===== src/rtl/alu_disp_pkg.sv =====
// Shared types and constants for the ALU result display stage.
// Holds the conversion FSM state, page encoding and active-low segment
// patterns (seg[0]=a ... seg[6]=g).
package alu_disp_pkg;

  localparam int unsigned SCAN_DIGITS  = 4;
  localparam int unsigned CONV_BITS    = 8;
  localparam int unsigned BCD_BITS     = 12;
  localparam int unsigned SEG_BITS     = 7;
  localparam int unsigned SCRATCH_BITS = BCD_BITS + CONV_BITS;
  localparam int unsigned STEP_BITS    = 3;

  typedef enum logic [1:0] {
    IDLE   = 2'd0,
    SHIFT  = 2'd1,
    COMMIT = 2'd2
  } convStateT;

  typedef enum logic [1:0] {
    PAGE_A = 2'd0,
    PAGE_B = 2'd1,
    PAGE_Y = 2'd2
  } pageT;

  localparam logic [SEG_BITS-1:0] SEG_0     = 7'b1000000;
  localparam logic [SEG_BITS-1:0] SEG_1     = 7'b1111001;
  localparam logic [SEG_BITS-1:0] SEG_2     = 7'b0100100;
  localparam logic [SEG_BITS-1:0] SEG_3     = 7'b0110000;
  localparam logic [SEG_BITS-1:0] SEG_4     = 7'b0011001;
  localparam logic [SEG_BITS-1:0] SEG_5     = 7'b0010010;
  localparam logic [SEG_BITS-1:0] SEG_6     = 7'b0000010;
  localparam logic [SEG_BITS-1:0] SEG_7     = 7'b1111000;
  localparam logic [SEG_BITS-1:0] SEG_8     = 7'b0000000;
  localparam logic [SEG_BITS-1:0] SEG_9     = 7'b0010000;
  localparam logic [SEG_BITS-1:0] SEG_LTR_A = 7'b0001000;
  localparam logic [SEG_BITS-1:0] SEG_LTR_B = 7'b0000011;
  localparam logic [SEG_BITS-1:0] SEG_LTR_Y = 7'b0010001;
  localparam logic [SEG_BITS-1:0] SEG_BLANK = 7'b1111111;
  localparam logic [SEG_BITS-1:0] SEG_MINUS = 7'b0111111;

  // Decimal digit to segment pattern; non-decimal codes show blank.
  function automatic logic [SEG_BITS-1:0] segOfDigit(input logic [3:0] d);
    case (d)
      4'd0:    return SEG_0;
      4'd1:    return SEG_1;
      4'd2:    return SEG_2;
      4'd3:    return SEG_3;
      4'd4:    return SEG_4;
      4'd5:    return SEG_5;
      4'd6:    return SEG_6;
      4'd7:    return SEG_7;
      4'd8:    return SEG_8;
      4'd9:    return SEG_9;
      default: return SEG_BLANK;
    endcase
  endfunction

endpackage


===== src/rtl/alu_result_display_bin2bcd.sv =====
// bin2bcd_seq: sequential double-dabble, 8 shift steps then one commit cycle.
// Ports: clock, reset (async active-low), start (capture value, restarts
// any conversion in flight), value[7:0]; busy (SHIFT or COMMIT), done (high
// during the COMMIT cycle), bcd[11:0] (last committed hundreds/tens/ones).
module bin2bcd_seq
  import alu_disp_pkg::*;
(
  input  logic                 clock,
  input  logic                 reset,
  input  logic                 start,
  input  logic [CONV_BITS-1:0] value,
  output logic                 busy,
  output logic                 done,
  output logic [BCD_BITS-1:0]  bcd
);

  convStateT                state, stateNext;
  logic [STEP_BITS-1:0]     stepCnt, stepCntNext;
  logic [SCRATCH_BITS-1:0]  scratch, scratchNext;
  logic [BCD_BITS-1:0]      bcdNext;
  logic                     busyNext, doneNext;

  // One double-dabble step: add 3 to every BCD nibble >= 5, then shift left.
  function automatic logic [SCRATCH_BITS-1:0] ddStep(input logic [SCRATCH_BITS-1:0] s);
    logic [SCRATCH_BITS-1:0] t;
    t = s;
    for (int i = 0; i < 3; i++) begin
      if (t[CONV_BITS + 4*i +: 4] >= 4'd5)
        t[CONV_BITS + 4*i +: 4] = t[CONV_BITS + 4*i +: 4] + 4'd3;
    end
    return {t[SCRATCH_BITS-2:0], 1'b0};
  endfunction

  // State register
  always_ff @(posedge clock or negedge reset) begin
    if (!reset) state <= IDLE;
    else        state <= stateNext;
  end

  // Next state; start always wins so a retrigger aborts a pending commit
  always_comb begin
    stateNext = state;
    if (start) begin
      stateNext = SHIFT;
    end else begin
      case (state)
        SHIFT:   if (stepCnt == STEP_BITS'(7)) stateNext = COMMIT;
        COMMIT:  stateNext = IDLE;
        default: stateNext = IDLE;
      endcase
    end
  end

  // Datapath and status next values
  always_comb begin
    stepCntNext = stepCnt;
    scratchNext = scratch;
    bcdNext     = bcd;
    if (start) begin
      stepCntNext = '0;
      scratchNext = {BCD_BITS'(0), value};
    end else begin
      case (state)
        SHIFT: begin
          stepCntNext = stepCnt + STEP_BITS'(1);
          scratchNext = ddStep(scratch);
        end
        COMMIT:  bcdNext = scratch[SCRATCH_BITS-1:CONV_BITS];
        default: ;
      endcase
    end
    busyNext = (stateNext != IDLE);
    doneNext = (stateNext == COMMIT);
  end

  always_ff @(posedge clock or negedge reset) begin
    if (!reset) begin
      stepCnt <= '0;
      scratch <= '0;
      bcd     <= '0;
      busy    <= 1'b0;
      done    <= 1'b0;
    end else begin
      stepCnt <= stepCntNext;
      scratch <= scratchNext;
      bcd     <= bcdNext;
      busy    <= busyNext;
      done    <= doneNext;
    end
  end

endmodule


===== src/rtl/alu_result_display.sv =====
// alu_result_display: pages through A/B/Y, converts the selected byte to
// decimal and scans it onto a 4-digit active-low seven-segment display.
// Ports: clock, reset (async active-low), scan_tick, a/b/y[7:0], load,
// page_next; an[3:0], seg[6:0], busy, page[1:0].
// Build option: define SIGNED_DISPLAY_EN to show bytes as two's complement
// with a '-' in place of the page letter for negative values.
module alu_result_display
  import alu_disp_pkg::*;
(
  input  logic                   clock,
  input  logic                   reset,
  input  logic                   scan_tick,
  input  logic [CONV_BITS-1:0]   a,
  input  logic [CONV_BITS-1:0]   b,
  input  logic [CONV_BITS-1:0]   y,
  input  logic                   load,
  input  logic                   page_next,
  output logic [SCAN_DIGITS-1:0] an,
  output logic [SEG_BITS-1:0]    seg,
  output logic                   busy,
  output logic [1:0]             page
);

  logic                   req;
  pageT                   pageQ, pageNxt, pendPage, dispPage;
  logic [CONV_BITS-1:0]   selByte, convValue;
  logic                   convDone, commit;
  logic [BCD_BITS-1:0]    bcd;
  logic [1:0]             scanIdx;
  logic [SCAN_DIGITS-1:0] anNext;
  logic [SEG_BITS-1:0]    segNext, letterSeg;

  assign req    = load | page_next;
  // A request in the COMMIT cycle aborts the commit inside the converter.
  assign commit = convDone & ~req;
  assign page   = pageQ;

  // Page advance happens before capture so the new page's byte is converted
  always_comb begin
    pageNxt = pageQ;
    if (page_next) begin
      case (pageQ)
        PAGE_A:  pageNxt = PAGE_B;
        PAGE_B:  pageNxt = PAGE_Y;
        default: pageNxt = PAGE_A;
      endcase
    end
    case (pageNxt)
      PAGE_A:  selByte = a;
      PAGE_B:  selByte = b;
      default: selByte = y;
    endcase
  end

`ifdef SIGNED_DISPLAY_EN
  logic pendSign, signFlag;
  assign convValue = selByte[CONV_BITS-1] ? (~selByte + CONV_BITS'(1)) : selByte;

  always_ff @(posedge clock or negedge reset) begin
    if (!reset) begin
      pendSign <= 1'b0;
      signFlag <= 1'b0;
    end else begin
      if (req)    pendSign <= selByte[CONV_BITS-1];
      if (commit) signFlag <= pendSign;
    end
  end
`else
  assign convValue = selByte;
`endif

  bin2bcd_seq uConv (
    .clock (clock),
    .reset (reset),
    .start (req),
    .value (convValue),
    .busy  (busy),
    .done  (convDone),
    .bcd   (bcd)
  );

  // Page letter is latched with the digits so the display stays consistent
  always_ff @(posedge clock or negedge reset) begin
    if (!reset) begin
      pageQ    <= PAGE_A;
      pendPage <= PAGE_A;
      dispPage <= PAGE_A;
      scanIdx  <= 2'd0;
    end else begin
      pageQ <= pageNxt;
      if (req)       pendPage <= pageNxt;
      if (commit)    dispPage <= pendPage;
      if (scan_tick) scanIdx  <= scanIdx + 2'd1;
    end
  end

  // Digit selection with leading-zero blanking
  always_comb begin
    case (dispPage)
      PAGE_A:  letterSeg = SEG_LTR_A;
      PAGE_B:  letterSeg = SEG_LTR_B;
      default: letterSeg = SEG_LTR_Y;
    endcase
`ifdef SIGNED_DISPLAY_EN
    if (signFlag) letterSeg = SEG_MINUS;
`endif
    anNext = ~(SCAN_DIGITS'(1) << scanIdx);
    case (scanIdx)
      2'd0:    segNext = segOfDigit(bcd[3:0]);
      2'd1:    segNext = (bcd[11:4] == 8'd0) ? SEG_BLANK : segOfDigit(bcd[7:4]);
      2'd2:    segNext = (bcd[11:8] == 4'd0) ? SEG_BLANK : segOfDigit(bcd[11:8]);
      default: segNext = letterSeg;
    endcase
  end

  always_ff @(posedge clock or negedge reset) begin
    if (!reset) begin
      an  <= 4'b1110;
      seg <= SEG_0;
    end else begin
      an  <= anNext;
      seg <= segNext;
    end
  end

endmodule


===== config.mk =====
export PLATFORM = sky130hd
export DESIGN_NAME = alu_result_display
export DESIGN_NICKNAME = d
export VERILOG_FILES = /design/src/rtl/alu_disp_pkg.sv /design/src/rtl/alu_result_display_bin2bcd.sv /design/src/rtl/alu_result_display.sv
export SDC_FILE = /design/constraint.sdc
export NUM_CORES = 1
export LEC_CHECK = 0
export BUFFER_PORTS_ARGS = -buffer_cell sky130_fd_sc_hd__buf_2
export CORE_MARGIN = 2
export CORE_UTILIZATION = 40
export CTS_CLUSTER_DIAMETER = 120
export DETAILED_ROUTE_END_ITERATION = 6
export PLACE_DENSITY_LB_ADDON = 0.12
export SLEW_MARGIN = 10
export SYNTH_ARGS = -nofsm -noshare
export SYNTH_HDL_FRONTEND = slang
export SYNTH_SLANG_ARGS = --single-unit

===== constraint.sdc =====
create_clock -name clock -period 1.7 [get_ports clock]
set_input_delay 0.255 -clock clock [delete_from_list [all_inputs] [get_ports clock]]
set_output_delay 0.255 -clock clock [all_outputs]
set_load 0.02 [all_outputs]

==> results by group <==
Outcome
  – Status: complete, no violations

Clock network
  – Clk Latency, worst-skew pair: 340 ps
  – CTS clk-pin slew, worst paths: 70 ps
  – Root buffer cell: clkbuf_8
  – H-tree depth: 3
  – Clk sink count: 58
  – Clock Path Buffers: 2
  – CTS Buf Count: 9
  – TritonCTS clock tree: built
  – Post-CTS Setup Inserts: 0

Detailed routing
  – Post-detailed-route count of antenna-violating nets: 0
  – Vias: 3037
  – Detail-routed via count per cell: 5.15
  – Met3 routed WL: 278 µm
  – Post-Route WL: 8050 µm
  – Wire length per cell: 13.6 µm
  – Initial DRC Count: 157
  – Top Metal Used: met4
  – DRC viols: 0
  – DRT Pass-1 Iters: 6
  – Wl on met1: 3810 µm
  – Met2 wire len: 3790 µm

Synth
  – Avg Inst Size Synth: 8.90 µm²
  – Syn. warnings: 0
  – Sequential area share after synthesis: 0.402
  – Post-synth EDFFs: 0
  – Seq cells post-synth: 58
  – Post-Synthesis Net Count: 465
  – Post-synth ARST share: 1.00
  – Synth Flop Type: dfrtp_1
  – Synthesized cell area: 3620 µm²
  – Unique cell type count in the Yosys netlist: 39
  – Mapped Cells: 407

STA
  – Slew HR: 0.676
  – Post-layout min period: 1610 ps
  – Clock Skew: 7.58 ps
  – Final setup viols: 0
  – Worst slew pin tran: 486 ps
  – Final worst slack: 89.4 ps
  – Final period utilization: 0.947
  – Final count of hold timing violations: 0
  – RSZ-0062 raised after global routing: yes
  – Peak Freq: 621 MHz
  – Slew Viols, Final: 0

Floorplan
  – DIE AREA: 9840 µm²
  – Initial core utilization: 0.413
  – Cell Rows: 34
  – Ports: 43
  – Die Span X: 99.2 µm
  – Die Ht: 99.2 µm
  – Core area: 8760 µm²

Finish
  – Nets@finish: 535
  – Final Cell Area: 4450 µm²
  – FILL cells: 819
  – Fraction of layout cells with a size suffix above 1: 0.268
  – Post-layout util: 0.507
  – Antenna cells: 0
  – P&R area growth vs syn: 22.7%
  – Non-Filler Instances: 590

GRT
  – First-pass GRT wire length: 13700 µm
  – Largest net degree at the start of global routing: 41
  – Grt ovf: 0
  – Vias in the first global route: 3047
  – Overall Global Routing Usage: 0.173
  – Initial antenna violation count: 0

Pwr
  – Leak: 2.12 nW
  – Total power: 4.19 mW
  – Power per cell area: 943 nW/µm²
  – Worst VDD drop: 505 µV

Placed design
  – Gp weighted congestion: 0.834
  – Post-Place Worst Slack: -28.6 ps
  – Placed cell count: 573
  – Area after DPL: 4180 µm²
  – DP HPWL: 5990 µm
  – PortBufs: 42

Worst setup path
  – Worst R2R Setup Slack: 90 ps
  – Endpoint class of the critical path: register
  – Setup CP Type: register to register
  – Worst-path maximum fanout: 3
  – Critical Path AT: 1830 ps
  – CP required: 1920 ps
  – Worst setup SP type: register

Flow run
  – Max cap viols: 0

Worst hold path
  – Worst Hold Class: primary input to register
## where the power goes
| group | leakage [nW] | internal (mW) | switching (mW) |
|---|---|---|---|
| combinational | 1.29 | 0.438 | 0.658 |
| sequential | 0.714 | 1.59 | 0.101 |
| clock | 0.109 | 0.860 | 0.541 |
## flip-flops by register name, summed over array words and instances, names as in the netlist, 3 cells and up
signal / flops
uConv.stepCnt: 3
an: 4
seg: 7
uConv.bcd: 12
uConv.scratch: 20
## worst max-delay path, stage by stage, from the launching register on
cell	delay, ps
dfrtp_1	380
inv_1	100
ha_1	270
a211o_1	320
a221oi_2	310
o22ai_1	120
## layout by cell type (no fill, tap or decap), drive strengths merged, types with 2 or more instances in the layout
cell     instances
a211oi          10
a21oi           42
a221oi           2
a22oi            5
a2bb2oi          2
a31oi            6
and2b            2
and3             2
buf             79
bufinv           2
clkbuf          11
clkinv           2
dfrtp           54
dfstp            4
ha              29
inv             24
mux2            19
mux2i           11
nand2           47
nand2b          10
nand3            4
nor2            41
nor2b            8
nor3             8
o21ai           34
o221ai           2
o22ai            2
xnor2            5
xor2             3
## stage by stage
step,setup TNS (ps),hold WS (ps)
after floorplan,0,-40.6
after global placement,0,224
after detailed placement,-28.6,229
after CTS,0,99.1
after global routing,-28.1,115
final,0,123
## final cells by class
class,instances,area [µm²],share of cell area
flip-flops and latches,58,1460,0.328
inverters,24,90.1,0.0203
repair buffers,80,536,0.120
well taps,108,135,0.0304
clock buffers,11,141,0.0318
clock inverters,5,77.6,0.0175
multi-input cells,304,2010,0.452
## metal layers
layer,GRT usage,vias up
met5,0,-
met4,0.0558,0
met3,0.0450,16
met2,0.293,50
met1,0.216,1425
li1,-,1546
## worst paths after layout
| check | end | cells past startpoint | start |
|---|---|---|---|
| worst max-delay path | seg[1]$_DFF_PN0_ | 5 | uConv.bcd[8]$_DFFE_PN0P_ |
| worst min-delay path | scanIdx[0]$_DFFE_PN0P_ | 2 | scan_tick |
| worst max register to register | seg[1]$_DFF_PN0_ | 5 | uConv.bcd[8]$_DFFE_PN0P_ |
| worst min register to register | uConv.scratch[2]$_DFFE_PN0P_ | 2 | uConv.scratch[2]$_DFFE_PN0P_ |
| max in group asynchronous | uConv.scratch[8]$_DFFE_PN0P_ | 3 | reset |
| min in group asynchronous | seg[3]$_DFF_PN0_ | 2 | reset |
## kinds of logic after synthesis
family                     Yosys count  share of synthesized area
and+or+nand+nor                    127                      0.159
AOI/OAI and AO/OA                  110                      0.176
DFF                                 58                      0.402
buffers and inverters               45                     0.0539
muxes                               30                     0.0894
adders and majority gates           29                      0.100
xor gates and xnor gates             8                     0.0193
## Yosys cell counts (all sizes together) (2+ instances only)
library cell  number  area, µm²
nand2             47        176
a2bb2oi            2       17.5
dfstp              4        105
o221ai             2       17.5
and2b              2       15.0
and3               2       12.5
mux2              19        214
xnor2              5       43.8
a31oi              6       37.5
nand2b            10       62.6
xor2               3       26.3
nor2b              8       50.1
inv               24       90.1
buf                7       52.5
mux2i             11        110
ha                29        363
nand3              4       20.0
o22ai              2       12.5
a221oi             2       17.5
a211oi            10       75.1
nor3               8       40.0
nor2              41        154
a22oi              5       37.5
a21oi             42        210
clkbuf            14       52.6
o21ai             34        170
dfrtp             54       1350
## timing repair
action	4_1_cts	5_1_grt
endpoints found under the setup margin	1	6
pin swaps	0	2
gates resized for setup	2	11
hold endpoints to repair	14	0
hold buffers	1	0
Note: power is estimated with default switching activity, not from simulation.
